[src/rtl/button_debounce.sv]
// Multi-channel push-button conditioner: two-flop synchronizer, stability-count debouncer,
// press/release edge pulses and a per-channel auto-repeat FSM.
module button_debounce #(
  parameter int N_BTN           = 2,
  parameter int DEBOUNCE_CYCLES = 240000,
  parameter int REPEAT_DELAY    = 12000000,
  parameter int REPEAT_PERIOD   = 4800000
) (
  input  logic             clk,
  input  logic             reset,
  input  logic [N_BTN-1:0] btn_async,
  output logic [N_BTN-1:0] btn_level,
  output logic [N_BTN-1:0] btn_press,
  output logic [N_BTN-1:0] btn_release,
  output logic [N_BTN-1:0] btn_repeat
);

  localparam int DW   = (DEBOUNCE_CYCLES < 1) ? 1 : $clog2(DEBOUNCE_CYCLES + 1);
  localparam int RMAX = (REPEAT_DELAY > REPEAT_PERIOD) ? REPEAT_DELAY : REPEAT_PERIOD;
  localparam int HW   = (RMAX < 1) ? 1 : $clog2(RMAX + 1);

  localparam logic [DW-1:0] DB_LAST   = DW'((DEBOUNCE_CYCLES > 0) ? DEBOUNCE_CYCLES - 1 : 0);
  localparam logic [HW-1:0] RD_LAST   = HW'((REPEAT_DELAY > 0) ? REPEAT_DELAY - 1 : 0);
  localparam logic [HW-1:0] RP_LAST   = HW'((REPEAT_PERIOD > 0) ? REPEAT_PERIOD - 1 : 0);
  localparam logic [HW-1:0] H_MAX     = {HW{1'b1}};
  localparam logic          REPEAT_EN = (REPEAT_DELAY > 0);

  typedef enum logic [1:0] {
    ST_RELEASED  = 2'd0,
    ST_HELD      = 2'd1,
    ST_REPEATING = 2'd2
  } state_t;

  logic [N_BTN-1:0] r_sync_meta;
  logic [N_BTN-1:0] r_sync;

  // Two-flop synchronizer; r_sync is the only view of the pins used downstream.
  always_ff @(posedge clk) begin
    if (reset) begin
      r_sync_meta <= {N_BTN{1'b0}};
      r_sync      <= {N_BTN{1'b0}};
    end else begin
      r_sync_meta <= btn_async;
      r_sync      <= r_sync_meta;
    end
  end

  for (genvar g = 0; g < N_BTN; g++) begin : g_chan
    logic [DW-1:0] r_db_cnt;
    logic [DW-1:0] w_db_cnt_nxt;
    logic          w_accept;
    logic          r_level;
    logic          w_level_nxt;
    state_t        r_state;
    state_t        w_state_nxt;
    logic [HW-1:0] r_hold_cnt;
    logic [HW-1:0] w_hold_cnt_nxt;
    logic [HW-1:0] r_per_cnt;
    logic [HW-1:0] w_per_cnt_nxt;
    logic          r_press;
    logic          w_press_nxt;
    logic          r_release;
    logic          w_release_nxt;
    logic          r_repeat;
    logic          w_repeat_nxt;

    // Stability counter: any cycle agreeing with the level discards partial progress.
    always_comb begin
      w_accept     = 1'b0;
      w_db_cnt_nxt = {DW{1'b0}};
      if (r_sync[g] != r_level) begin
        if (r_db_cnt == DB_LAST) begin
          w_accept     = 1'b1;
          w_db_cnt_nxt = {DW{1'b0}};
        end else begin
          w_accept     = 1'b0;
          w_db_cnt_nxt = r_db_cnt + DW'(1);
        end
      end else begin
        w_db_cnt_nxt = {DW{1'b0}};
      end
      w_level_nxt = r_level ^ w_accept;
    end

    // Hold/repeat FSM; an accepted release always takes priority over a due repeat.
    always_comb begin
      w_state_nxt    = r_state;
      w_hold_cnt_nxt = r_hold_cnt;
      w_per_cnt_nxt  = r_per_cnt;
      w_press_nxt    = 1'b0;
      w_release_nxt  = 1'b0;
      w_repeat_nxt   = 1'b0;
      case (r_state)
        ST_RELEASED: begin
          if (w_accept) begin
            w_state_nxt    = ST_HELD;
            w_press_nxt    = 1'b1;
            w_hold_cnt_nxt = {HW{1'b0}};
          end else begin
            w_state_nxt = ST_RELEASED;
          end
        end
        ST_HELD: begin
          if (w_accept) begin
            w_state_nxt   = ST_RELEASED;
            w_release_nxt = 1'b1;
          end else if (REPEAT_EN && (r_hold_cnt == RD_LAST)) begin
            w_state_nxt   = ST_REPEATING;
            w_repeat_nxt  = 1'b1;
            w_per_cnt_nxt = {HW{1'b0}};
          end else if (r_hold_cnt != H_MAX) begin
            w_hold_cnt_nxt = r_hold_cnt + HW'(1);
          end else begin
            w_hold_cnt_nxt = r_hold_cnt;
          end
        end
        ST_REPEATING: begin
          if (w_accept) begin
            w_state_nxt   = ST_RELEASED;
            w_release_nxt = 1'b1;
          end else if (r_per_cnt == RP_LAST) begin
            w_repeat_nxt  = 1'b1;
            w_per_cnt_nxt = {HW{1'b0}};
          end else if (r_per_cnt != H_MAX) begin
            w_per_cnt_nxt = r_per_cnt + HW'(1);
          end else begin
            w_per_cnt_nxt = r_per_cnt;
          end
        end
        default: begin
          w_state_nxt    = ST_RELEASED;
          w_hold_cnt_nxt = {HW{1'b0}};
          w_per_cnt_nxt  = {HW{1'b0}};
        end
      endcase
    end

    // Channel state and registered outputs.
    always_ff @(posedge clk) begin
      if (reset) begin
        r_db_cnt   <= {DW{1'b0}};
        r_level    <= 1'b0;
        r_state    <= ST_RELEASED;
        r_hold_cnt <= {HW{1'b0}};
        r_per_cnt  <= {HW{1'b0}};
        r_press    <= 1'b0;
        r_release  <= 1'b0;
        r_repeat   <= 1'b0;
      end else begin
        r_db_cnt   <= w_db_cnt_nxt;
        r_level    <= w_level_nxt;
        r_state    <= w_state_nxt;
        r_hold_cnt <= w_hold_cnt_nxt;
        r_per_cnt  <= w_per_cnt_nxt;
        r_press    <= w_press_nxt;
        r_release  <= w_release_nxt;
        r_repeat   <= w_repeat_nxt;
      end
    end

    assign btn_level[g]   = r_level;
    assign btn_press[g]   = r_press;
    assign btn_release[g] = r_release;
    assign btn_repeat[g]  = r_repeat;
  end

endmodule

[config.mk]
export PLATFORM = sky130hd
export DESIGN_NAME = button_debounce
export DESIGN_NICKNAME = d
export VERILOG_FILES = /design/src/rtl/button_debounce.sv
export SDC_FILE = /design/constraint.sdc
export NUM_CORES = 1
export LEC_CHECK = 0
export ABC_AREA = 1
export CELL_PAD_IN_SITES_DETAIL_PLACEMENT = 0
export CELL_PAD_IN_SITES_GLOBAL_PLACEMENT = 2
export CORE_AREA = 5 5 190 192
export DETAILED_ROUTE_END_ITERATION = 12
export DIE_AREA = 0 0 195 197
export PLACE_DENSITY = 0.73
export SYNTH_ARGS = -nofsm -noshare
export SYNTH_HDL_FRONTEND = slang
export SYNTH_SLANG_ARGS = --single-unit
[constraint.sdc]
create_clock -name clk -period 1.6 [get_ports clk]
set_input_delay 0.16 -clock clk [delete_from_list [all_inputs] [get_ports clk]]
set_output_delay 0.16 -clock clk [all_outputs]
set_load 0.05 [all_outputs]
# Yosys cells after proc, flatten, opt, wreduce, memory -nomap -nowiden
# Cells that the tools add are included.
[word_totals]
regBits = 148
elab_cells = 132
out_inout_bits = 8
input_bits = 4
[op_classes]
add_sub_neg = 6
n_reduce_logical = 16
muxes = 48
bitwise_logic = 10
eq_ne = 34
[op_table]
columns = ["cell", "n"]
rows = [
  ["24-bit 2-to-1 mux", 18],
  ["24-bit one-hot mux with 3 select lines", 4],
  ["24-bit by 1-bit adder with 24-bit output, second input constant", 4],
  ["24-bit != test, second input constant", 4],
  ["24-bit by 23-bit equality test with 1-bit output, second input constant", 2],
  ["24-bit equality test, second input constant", 2],
  ["18-bit by 1-bit adder with 18-bit output, second input constant", 2],
  ["18-bit equality test, second input constant", 2],
  ["2-bit != test, second input constant", 14],
  ["5-bit AND reduction", 4],
  ["1-bit 2-to-1 mux", 16],
  ["2-bit 2-to-1 mux", 6],
  ["3-bit != test, second input constant", 4],
  ["2-bit one-hot mux with 3 select lines", 2],
  ["2-bit OR reduction", 6],
  ["1-bit inverter", 8],
  ["3-bit OR reduction", 2],
  ["2-bit by 1-bit equality test with 1-bit output, second input constant", 2],
  ["2-bit equality test, second input constant", 2],
  ["2-bit zero test", 2],
  ["1-bit one-hot mux with 2 select lines", 2],
  ["2-bit AND reduction", 2],
  ["1-bit != test", 2],
  ["1-bit bitwise XOR", 2],
]

# Logic depth before layout (Yosys ltp)
# Gate-level depths: netlist of run 1.
[logic_depth]
depth_word = 5
depth_mapped = 13
ltp_nobuf = 13

# Worst setup path before layout of run 1
# Ideal clock, no wire load.
[synth_path]
path_type = "register -> register"
from = "reg g_chan[1].r_per_cnt[0]"
to = "reg g_chan[1].r_per_cnt[0]"
synth_period_minus_slack_ps = 1785
setup_ps = 114
n_path_buf = 2
stages_incl_launch_ff = 11
arrival_ps = 1672
slack_ps = -185
cell_sequence = "dfxtp_1 -> ha_1 -> nand3_2 -> nor2_4 -> nand3_2 -> buf_6 -> nand3_2 -> nand3_4 -> buf_4 -> a21oi_1 -> nor2_1"
[synth_via]
elab_chain_cells = 5
[synth_lines]
columns = ["item", "line_no", "rtl"]
rows = [
  ["start, declared", "58", "logic [HW-1:0] r_per_cnt;"],
  ["start signal, assigned", "145", "r_per_cnt <= {HW{1'b0}};"],
  ["start signal, assigned", "154", "r_per_cnt <= w_per_cnt_nxt;"],
  ["24-bit by 1-bit adder with 24-bit output", "125", "w_per_cnt_nxt = r_per_cnt + HW'(1);"],
  ["24-bit 2-to-1 mux", "124", "end else if (r_per_cnt != H_MAX) begin"],
  ["24-bit 2-to-1 mux", "121", "end else if (r_per_cnt == RP_LAST) begin"],
  ["24-bit 2-to-1 mux", "118", "if (w_accept) begin"],
  ["24-bit one-hot mux with 3 select lines", "93", "case (r_state)"],
]
# Several ways; a longest one is shown, not always the timed one. The select of a mux whose other input is x is not followed.
# A chain may end at the register's enable or synchronous reset.

# Final worst setup path of run 1
[layout_path]
from = "reg g_chan[1].r_hold_cnt[1]"
to = "reg g_chan[1].r_hold_cnt[15]"
[layout_via]
elab_chain_cells = 5
[layout_lines]
columns = ["item", "line_no", "rtl"]
rows = [
  ["start, declared", "56", "logic [HW-1:0] r_hold_cnt;"],
  ["start signal, assigned", "144", "r_hold_cnt <= {HW{1'b0}};"],
  ["start signal, assigned", "153", "r_hold_cnt <= w_hold_cnt_nxt;"],
  ["24-bit by 1-bit adder with 24-bit output", "112", "w_hold_cnt_nxt = r_hold_cnt + HW'(1);"],
  ["24-bit 2-to-1 mux", "111", "end else if (r_hold_cnt != H_MAX) begin"],
  ["24-bit 2-to-1 mux", "107", "end else if (REPEAT_EN && (r_hold_cnt == RD_LAST)) begin"],
  ["24-bit 2-to-1 mux", "104", "if (w_accept) begin"],
  ["24-bit one-hot mux with 3 select lines", "93", ""],
]
# Several ways; a longest one is shown, not always the timed one. The select of a mux whose other input is x is not followed.

==> key figures, run 1 <==
Pwr
  – P_int: 6140 uW
  – Worst vdd ir: 0.780 mV
  – Power Total: 8070 uW
  – Reg power frac: 45.7%
  – Sw Pwr: 1930 uW
  – Pwr dens: 569 nW/um2
  – Switching share of power: 23.9%
  – Comb power frac: 1.7%
  – Leak: 0.00548 uW
  – Clock share of power: 52.6%

Cells and area
  – Fraction of layout cells with a size suffix above 1: 34.2%
  – Area growth syn-to-layout: 50.0%
  – # nets final: 1874
  – Design Area, Final: 14200 um2
  – # fillers: 3654
  – Antenna fix cells: 0
  – Multi-input gate area in the final layout: 6610 um2
  – Register area: 3000 um2

Drt
  – DRC violations left: 0
  – Antenna Nets Post-Route: 0
  – Drt wl/cell: 13.1 um
  – TritonRoute pass-1 iters: 5
  – Via density: 4.55
  – Initial DRC count: 401
  – Routed vias: 10600
  – Detailed Route WL: 30.6 mm

Logic synthesis
  – Main combinational cell family by area after synthesis: simple AND/OR/NAND/NOR gates
  – Mux share of post-synthesis cell area: 0%
  – Post-synth EDFFs: 0
  – Cells after Synth: 1544
  – Synth warnings: 0
  – Cell Area, Synth: 9450 um2
  – Synth Area in Simple Gates: 46.0%
  – Complex-gate fraction of the synthesized area: 7.43%
  – Post-synthesis sequential area ratio: 31.3%
  – Net count after synthesis: 1560
  – Synth Area in XOR/XNOR: 4.54%
  – Post-Synth Adder-Cell Area: 1.59%
  – Flops & latches, synth: 148
  – Synth Flop Type: dfxtp_1
  – Async SR Flop Fraction: 0%
  – Yosys cell types: 41
  – Mapped Avg Cell Area: 6.12 um2

Place
  – Port-buffer cells: 11
  – HPWL Detailed: 22.1 mm
  – Placed inst area: 12500 um2
  – Gpl congestion: 0.817
  – Place WS: -291 ps

Timing
  – Fmax: 571 MHz
  – Final setup vio count: 98
  – Slew @ Worst Pin: 357 ps
  – Period utilization: 109%
  – Count of final hold-check violations: 0
  – RSZ-0062 raised after global routing: yes
  – Rel. slew slack: 76.0%
  – Worst hold slack: 51.3 ps
  – Slew Limit Fails: 0
  – Clock Skews: 9.13 ps
  – Minimum clock period: 1750 ps
  – TNS Setup: -6630 ps
  – Final setup margin: -151 ps

Critical path
  – CP Class: reg -> reg
  – Most used cell, CP: nand2_4
  – CP max-delay cell: dfxtp_2
  – Critical path arrival: 2140 ps
  – Flop2flop setup slack: -150 ps
  – Required @ worst endpoint: 1980 ps
  – Slowest cell delay on critical path: 350 ps
  – CP Max Fanout: 9
  – Setup crit end kind: flip-flop
  – Startpoint Class: flip-flop
  – CP Cell Sequence: ha_4 -> nand2_4 -> nor2_4 -> nand2_4 -> nor2_2 -> nand3_2 -> nand2_2 -> nor2_4 -> buf_6 -> nand2_4 -> nand2_1 -> a21oi_1

Die
  – Core Footprint: 34200 um2
  – Die Area: 38400 um2
  – Number of placement rows: 68
  – Starting density of the core: 27.6%
  – Die height: 197 um
  – Die W: 195 um
  – Ports: 12

Outcome
  – Failing checks: setup timing
  – Status: finished with violations

Clock network
  – H-tree Lvls: 4
  – Clock Sinks: 148
  – Clk root buf: clkbuf_16
  – Cts hold-fix bufs: 0
  – Clock Latency Late Sink: 450 ps
  – CTS buffer count: 17
  – CTS tree: done
  – Clock Pin Slew Worst Setup and Hold Paths: 70 ps
  – Clock Path Buffers: 2

GRT
  – First-pass GRT wire length: 50.2 mm
  – Largest net degree at the start of global routing: 21
  – Initial antenna violation count: 0
  – Global route overflow: 0
  – Vias in the first global route: 10200
  – All-Layer GR Usage: 15.7%

Hold path
  – Hold WC Path Type: in -> reg

Job
  – Max-cap violations: 0
-- per-stage QoR --
stage	std cells	util (%)
CTS	2321	39.6
global placement	2273	36.5
detailed placement	2273	36.5
global route	2326	41.5
finish	2326	41.5
floorplan	1544	-
-- cells by family after synthesis --
group                    count (synthesis)
AO/OA/AOI/OAI                          127
flip-flops                             148
buffers and inverters                  197
adder cells (fa/ha/maj)                 12
XOR/XNOR                                49
AND/OR/NAND/NOR                       1011
-- metal layers --
| metal | routed length [um] | vias up | track usage [%] |
|---|---|---|---|
| li1 | - | 5565 | - |
| met1 | 14700 | 4883 | 20.6 |
| met2 | 14700 | 103 | 26.9 |
| met3 | 778 | 28 | 2.68 |
| met4 | 393 | 0 | 4.22 |
| met5 | 0 | - | 0 |
-- worst max-delay path, delay by kind of cell (launching register included) --
kind,cells,cell delay [ps]
AO/OA/AOI/OAI,1,150
adder cells (fa/ha/maj),1,180
buffers and inverters,1,130
flip-flops,1,350
AND/OR/NAND/NOR,9,890
-- power by group through the flow --
stage | logic (uW) | clock network (uW) | registers, uW
after floorplan | 67.3 | 0 | 3770
after global placement | 127 | 0 | 3770
after detailed placement | 128 | 0 | 3770
after CTS | 129 | 4390 | 3690
after global routing | 147 | 4530 | 3680
final | 134 | 4250 | 3690
-- path summary, 6_finish.rpt --
check | startpoint | end | cells past startpoint
max reg2reg | g_chan[1].r_hold_cnt[1] | g_chan[1].r_hold_cnt[15] | 12
min reg2reg | r_sync_meta[1] | r_sync[1] | 2
max | g_chan[1].r_hold_cnt[1] | g_chan[1].r_hold_cnt[15] | 12
min | reset | r_sync_meta[1] | 2
-- cells in the mapped netlist (all sizes together), types with 3 or more instances --
cell | instances | area (um2)
inv | 142 | 533
nand2 | 405 | 1550
clkbuf | 22 | 82.6
nor3 | 31 | 155
nor3b | 3 | 22.5
xor2 | 40 | 350
dfxtp | 148 | 2960
or2 | 5 | 31.3
o21bai | 10 | 75.1
nand4 | 41 | 257
buf | 31 | 236
xnor2 | 9 | 78.8
o21ai | 17 | 85.1
a21oi | 87 | 435
nor4 | 3 | 18.8
nand3b | 6 | 45.0
nand3 | 164 | 873
ha | 12 | 150
nor2 | 351 | 1390
-- placed cells by master (no fill, tap or decap), drive strengths merged, types with 31 or more instances in the layout --
cell   Yosys  final
nand3    164    164
a21oi     87     87
nand4     41     41
nand2    405    407
dfxtp    148    148
xor2      40     40
nor2     351    351
buf       31    342
nor3      31     31
inv      142    147
-- cell type report --
type                       count  share of cell area [%]
multi-input combinational   1201                    46.6
sequential                   148                    21.2
timing repair buffer         346                    20.1
tap                          455                    4.01
inverter                     144                    3.86
clock buffer                  20                    3.22
clock inverter                12                    1.01
-- sequential cells by signal, summed over array words and instances, names as in the netlist, named ones only --
signal             cells
r_sync                 2
g_chan.r_repeat        2
r_sync_meta            2
g_chan.r_release       2
g_chan.r_press         2
g_chan.r_per_cnt      48
g_chan.r_hold_cnt     48
g_chan.r_state         4
g_chan.r_db_cnt       36
-- what timing repair did --
item                                    CTS  global route
pin swaps                                25            44
setup buffers                            14             4
resized for setup                        79           168
endpoints found under the setup margin  105           129
endpoints found under the hold margin     0             0
gates cloned                              2             3
No activity file was read; power rests on OpenSTA's default activity.
==> run 2, diff against run 1 <==
--- a/config.mk
+++ b/config.mk
@@ -9,9 +9,11 @@
 export CELL_PAD_IN_SITES_DETAIL_PLACEMENT = 0
 export CELL_PAD_IN_SITES_GLOBAL_PLACEMENT = 2
 export CORE_AREA = 5 5 190 192
+export CTS_BUF_LIST = sky130_fd_sc_hd__clkbuf_8
 export DETAILED_ROUTE_END_ITERATION = 12
 export DIE_AREA = 0 0 195 197
-export PLACE_DENSITY = 0.73
+export PLACE_DENSITY = 0.7
+export REMOVE_ABC_BUFFERS = 1
 export SYNTH_ARGS = -nofsm -noshare
 export SYNTH_HDL_FRONTEND = slang
 export SYNTH_SLANG_ARGS = --single-unit
==> constraint.sdc (replaced) <==
create_clock -name clk -period 1.7 [get_ports clk]
set_input_delay 0.17 -clock clk [delete_from_list [all_inputs] [get_ports clk]]
set_output_delay 0.17 -clock clk [all_outputs]
set_load 0.05 [all_outputs]
==> run 2 against run 1 <==
The flow still finishes with violations (setup timing); core utilization grew 1.1 points; first-iteration DRC count increased by 42%; worst hold slack gained 120 ps; final cell count down 0.26%; clock skew rose by 10 ps; largest power group is now registers; highest routed layer unchanged.
==> key figures, run 2 (synthesis gave the netlist of run 1 again) <==
Outcome
  – Status: finished with violations (unchanged)
  – Failing checks: setup timing (unchanged)

Timing
  – Count of final hold-check violations: 0 (unchanged)
  – Worst hold slack: 174 ps (was 51.3 ps)
  – Final setup vio count: 81 (was 98)
  – TNS Setup: -2740 ps (was -6630 ps)
  – Rel. slew slack: 67.9% (was 76.0%)
  – Period utilization: 106% (was 109%)
  – Final setup margin: -98.6 ps (was -151 ps)
  – Minimum clock period: 1800 ps (was 1750 ps)
  – RSZ-0062 raised after global routing: yes (unchanged)
  – Slew @ Worst Pin: 477 ps (was 357 ps)
  – Fmax: 556 MHz (was 571 MHz)
  – Slew Limit Fails: 0 (unchanged)
  – Clock Skews: 19.3 ps (was 9.13 ps)

Critical path
  – Critical path arrival: 2180 ps (was 2140 ps)
  – R2r worst-path depth: 15 (was 12)
  – Flop2flop setup slack: -100 ps (was -150 ps)
  – Startpoint Class: flip-flop (unchanged)
  – R2R Path Start: g_chan[1].r_hold_cnt[1] (unchanged)
  – Required @ worst endpoint: 2080 ps (was 1980 ps)
  – Setup crit end kind: flip-flop (unchanged)
  – CP Max Fanout: 3 (was 9)
  – CP Class: reg -> reg (unchanged)
  – Worst r2r dst: g_chan[1].r_hold_cnt[20] (was g_chan[1].r_hold_cnt[15])

Cells and area
  – Area growth syn-to-layout: 53.9% (was 50.0%)
  – Register area: 3010 um2 (was 3000 um2)
  – # fillers: 3639 (was 3654)
  – Most frequent cells in the layout: 317 x nand2_1, 283 x buf_4, 280 x nor2_1, 131 x inv_1, 113 x dfxtp_1 (was 356 x nand2_1, 311 x buf_4, 288 x nor2_1, 130 x inv_1, 121 x dfxtp_1)
  – # nets final: 1868 (was 1874)
  – Antenna fix cells: 0 (unchanged)
  – Commonest non-fill, non-tap cell in the layout: nand2_1 (unchanged)
  – Design Area, Final: 14500 um2 (was 14200 um2)
  – Largest registers: g_chan.r_hold_cnt (48), g_chan.r_per_cnt (48), g_chan.r_db_cnt (36) (unchanged)
  – Fraction of layout cells with a size suffix above 1: 38.7% (was 34.2%)
  – Multi-input gate area in the final layout: 7050 um2 (was 6610 um2)

Drt
  – Routed vias: 10600 (about the same)
  – Antenna Nets Post-Route: 0 (unchanged)
  – DRC violations left: 0 (unchanged)
  – TritonRoute pass-1 iters: 5 (unchanged)
  – Detailed Route WL: 31.7 mm (was 30.6 mm)
  – Via density: 4.59 (was 4.55)
  – Initial DRC count: 571 (was 401)
  – Drt wl/cell: 13.7 um (was 13.1 um)

Pwr
  – Pwr dens: 452 nW/um2 (was 569 nW/um2)
  – Worst vdd ir: 0.488 mV (was 0.780 mV)
  – Leak: 0.00545 uW (was 0.00548 uW)

Die
  – Die Area: 38400 um2 (unchanged)
  – Die W: 195 um (unchanged)
  – Core Footprint: 34200 um2 (unchanged)
  – Ports: 12 (unchanged)
  – Number of placement rows: 68 (unchanged)
  – Die height: 197 um (unchanged)
  – Starting density of the core: 27.6% (unchanged)

GRT
  – Largest net degree at the start of global routing: 39 (was 21)
  – All-Layer GR Usage: 16.1% (was 15.7%)
  – Vias in the first global route: 10300 (was 10200)
  – Global route overflow: 0 (unchanged)
  – Initial antenna violation count: 0 (unchanged)
  – First-pass GRT wire length: 51.6 mm (was 50.2 mm)

Place
  – Port-buffer cells: 11 (unchanged)
  – Placed inst area: 11900 um2 (was 12500 um2)
  – Gpl congestion: 0.831 (was 0.817)
  – HPWL Detailed: 22.2 mm (was 22.1 mm)

Job
  – Max-cap violations: 0 (unchanged)

Hold path
  – Hold endpoint: g_chan[0].r_state[0] (was r_sync_meta[1])
  – Hold Path Origin: reset (unchanged)
  – Hold WC Path Type: in -> reg (unchanged)
  – Hold Path Stages: 3 (was 2)

Clock network
  – Clock Latency Late Sink: 480 ps (was 450 ps)
  – Clock Path Buffers: 2 (unchanged)
  – Clock Sinks: 148 (unchanged)
  – H-tree Lvls: 4 (unchanged)
  – CTS tree: done (unchanged)
  – Clock Pin Slew Worst Setup and Hold Paths: 90 ps (was 70 ps)
  – Clk root buf: clkbuf_8 (was clkbuf_16)
  – Cts hold-fix bufs: 0 (unchanged)
  – CTS buffer count: 17 (unchanged)
[run 2: cell types whose count changed in the layout (fill, tap and decap cells not counted), sizes merged]
cell and change:
clkinv +2, clkinvlp -2, inv +1, nand2 +1
dlygate4sd2 +4, buf -12
[run 2: cell type report]
type / count / area share (%)
tap: 455 / 3.91
inverter: 144 / 3.80
timing repair buffer: 339 / 20.3
clock inverter: 13 / 1.01
multi-input combinational: 1202 / 48.5
sequential: 148 / 20.7
clock buffer: 19 / 1.80
[run 2: power breakdown]
group	leakage (uW)	switching, uW	internal (uW)	total, uW
clock	0.000215	1560	1410	2970
sequential	0.00121	3.51	3460	3470
combinational	0.00402	93.7	37.7	131
[run 2: how the worst max path moves through the flow]
stage	startpoint	end	slack (ps)	cells after the start
finish	g_chan[1].r_hold_cnt[1]	g_chan[1].r_hold_cnt[20]	-100	15
global route	g_chan[0].r_db_cnt[6]	g_chan[0].r_hold_cnt[12]	-220	12
CTS	g_chan[0].r_hold_cnt[0]	g_chan[0].r_per_cnt[19]	-150	13
detailed placement	g_chan[0].r_db_cnt[0]	g_chan[0].r_per_cnt[20]	-300	10
floorplan	flip-flop	g_chan[0].r_hold_cnt[0]	-570	8
global placement	g_chan[0].r_db_cnt[0]	g_chan[0].r_per_cnt[20]	-300	10
[run 2: worst max-delay path, cell delays in order, from the launching register on]
cell,delay [ps]
dfxtp_2,350
ha_4,180
nand2_4,80
nor2_4,50
buf_4,120
buf_4,120
buf_4,120
buf_4,120
buf_4,120
buf_4,130
nand2_1,50
nand2_1,50
nand3_1,60
nand2_1,50
nand2_1,50
nor2_1,40
[run 2: metrics by stage]
step	instances	power [uW]	util, %	setup slack [ps]
6_report	2320	6570	42.5	-98.6
5_1_grt	2320	6870	42.5	-221
4_1_cts	2310	6700	39.6	-152
3_5_place_dp	2230	3670	34.9	-298
3_3_place_gp	2230	3670	34.9	-301
2_1_floorplan	1491	3590	-	-568
[run 2: timing repair]
action	in CTS	in global routing
pin swaps	56	81
setup buffers	38	17
cloned	10	4
resized for setup	184	261
setup endpoints to repair	130	135
endpoints found under the hold margin	0	0
[run 2: per-layer routing]
| layer | vias to the layer above | share of wire (%) | GRT usage, % |
|---|---|---|---|
| met2 | 99 | 45 | 25.8 |
| met4 | 0 | 1.2 | 3.75 |
| met1 | 4965 | 51 | 22.6 |
| li1 | 5559 | - | - |
| met3 | 23 | 2.5 | 2.94 |
| met5 | - | 0 | 0 |
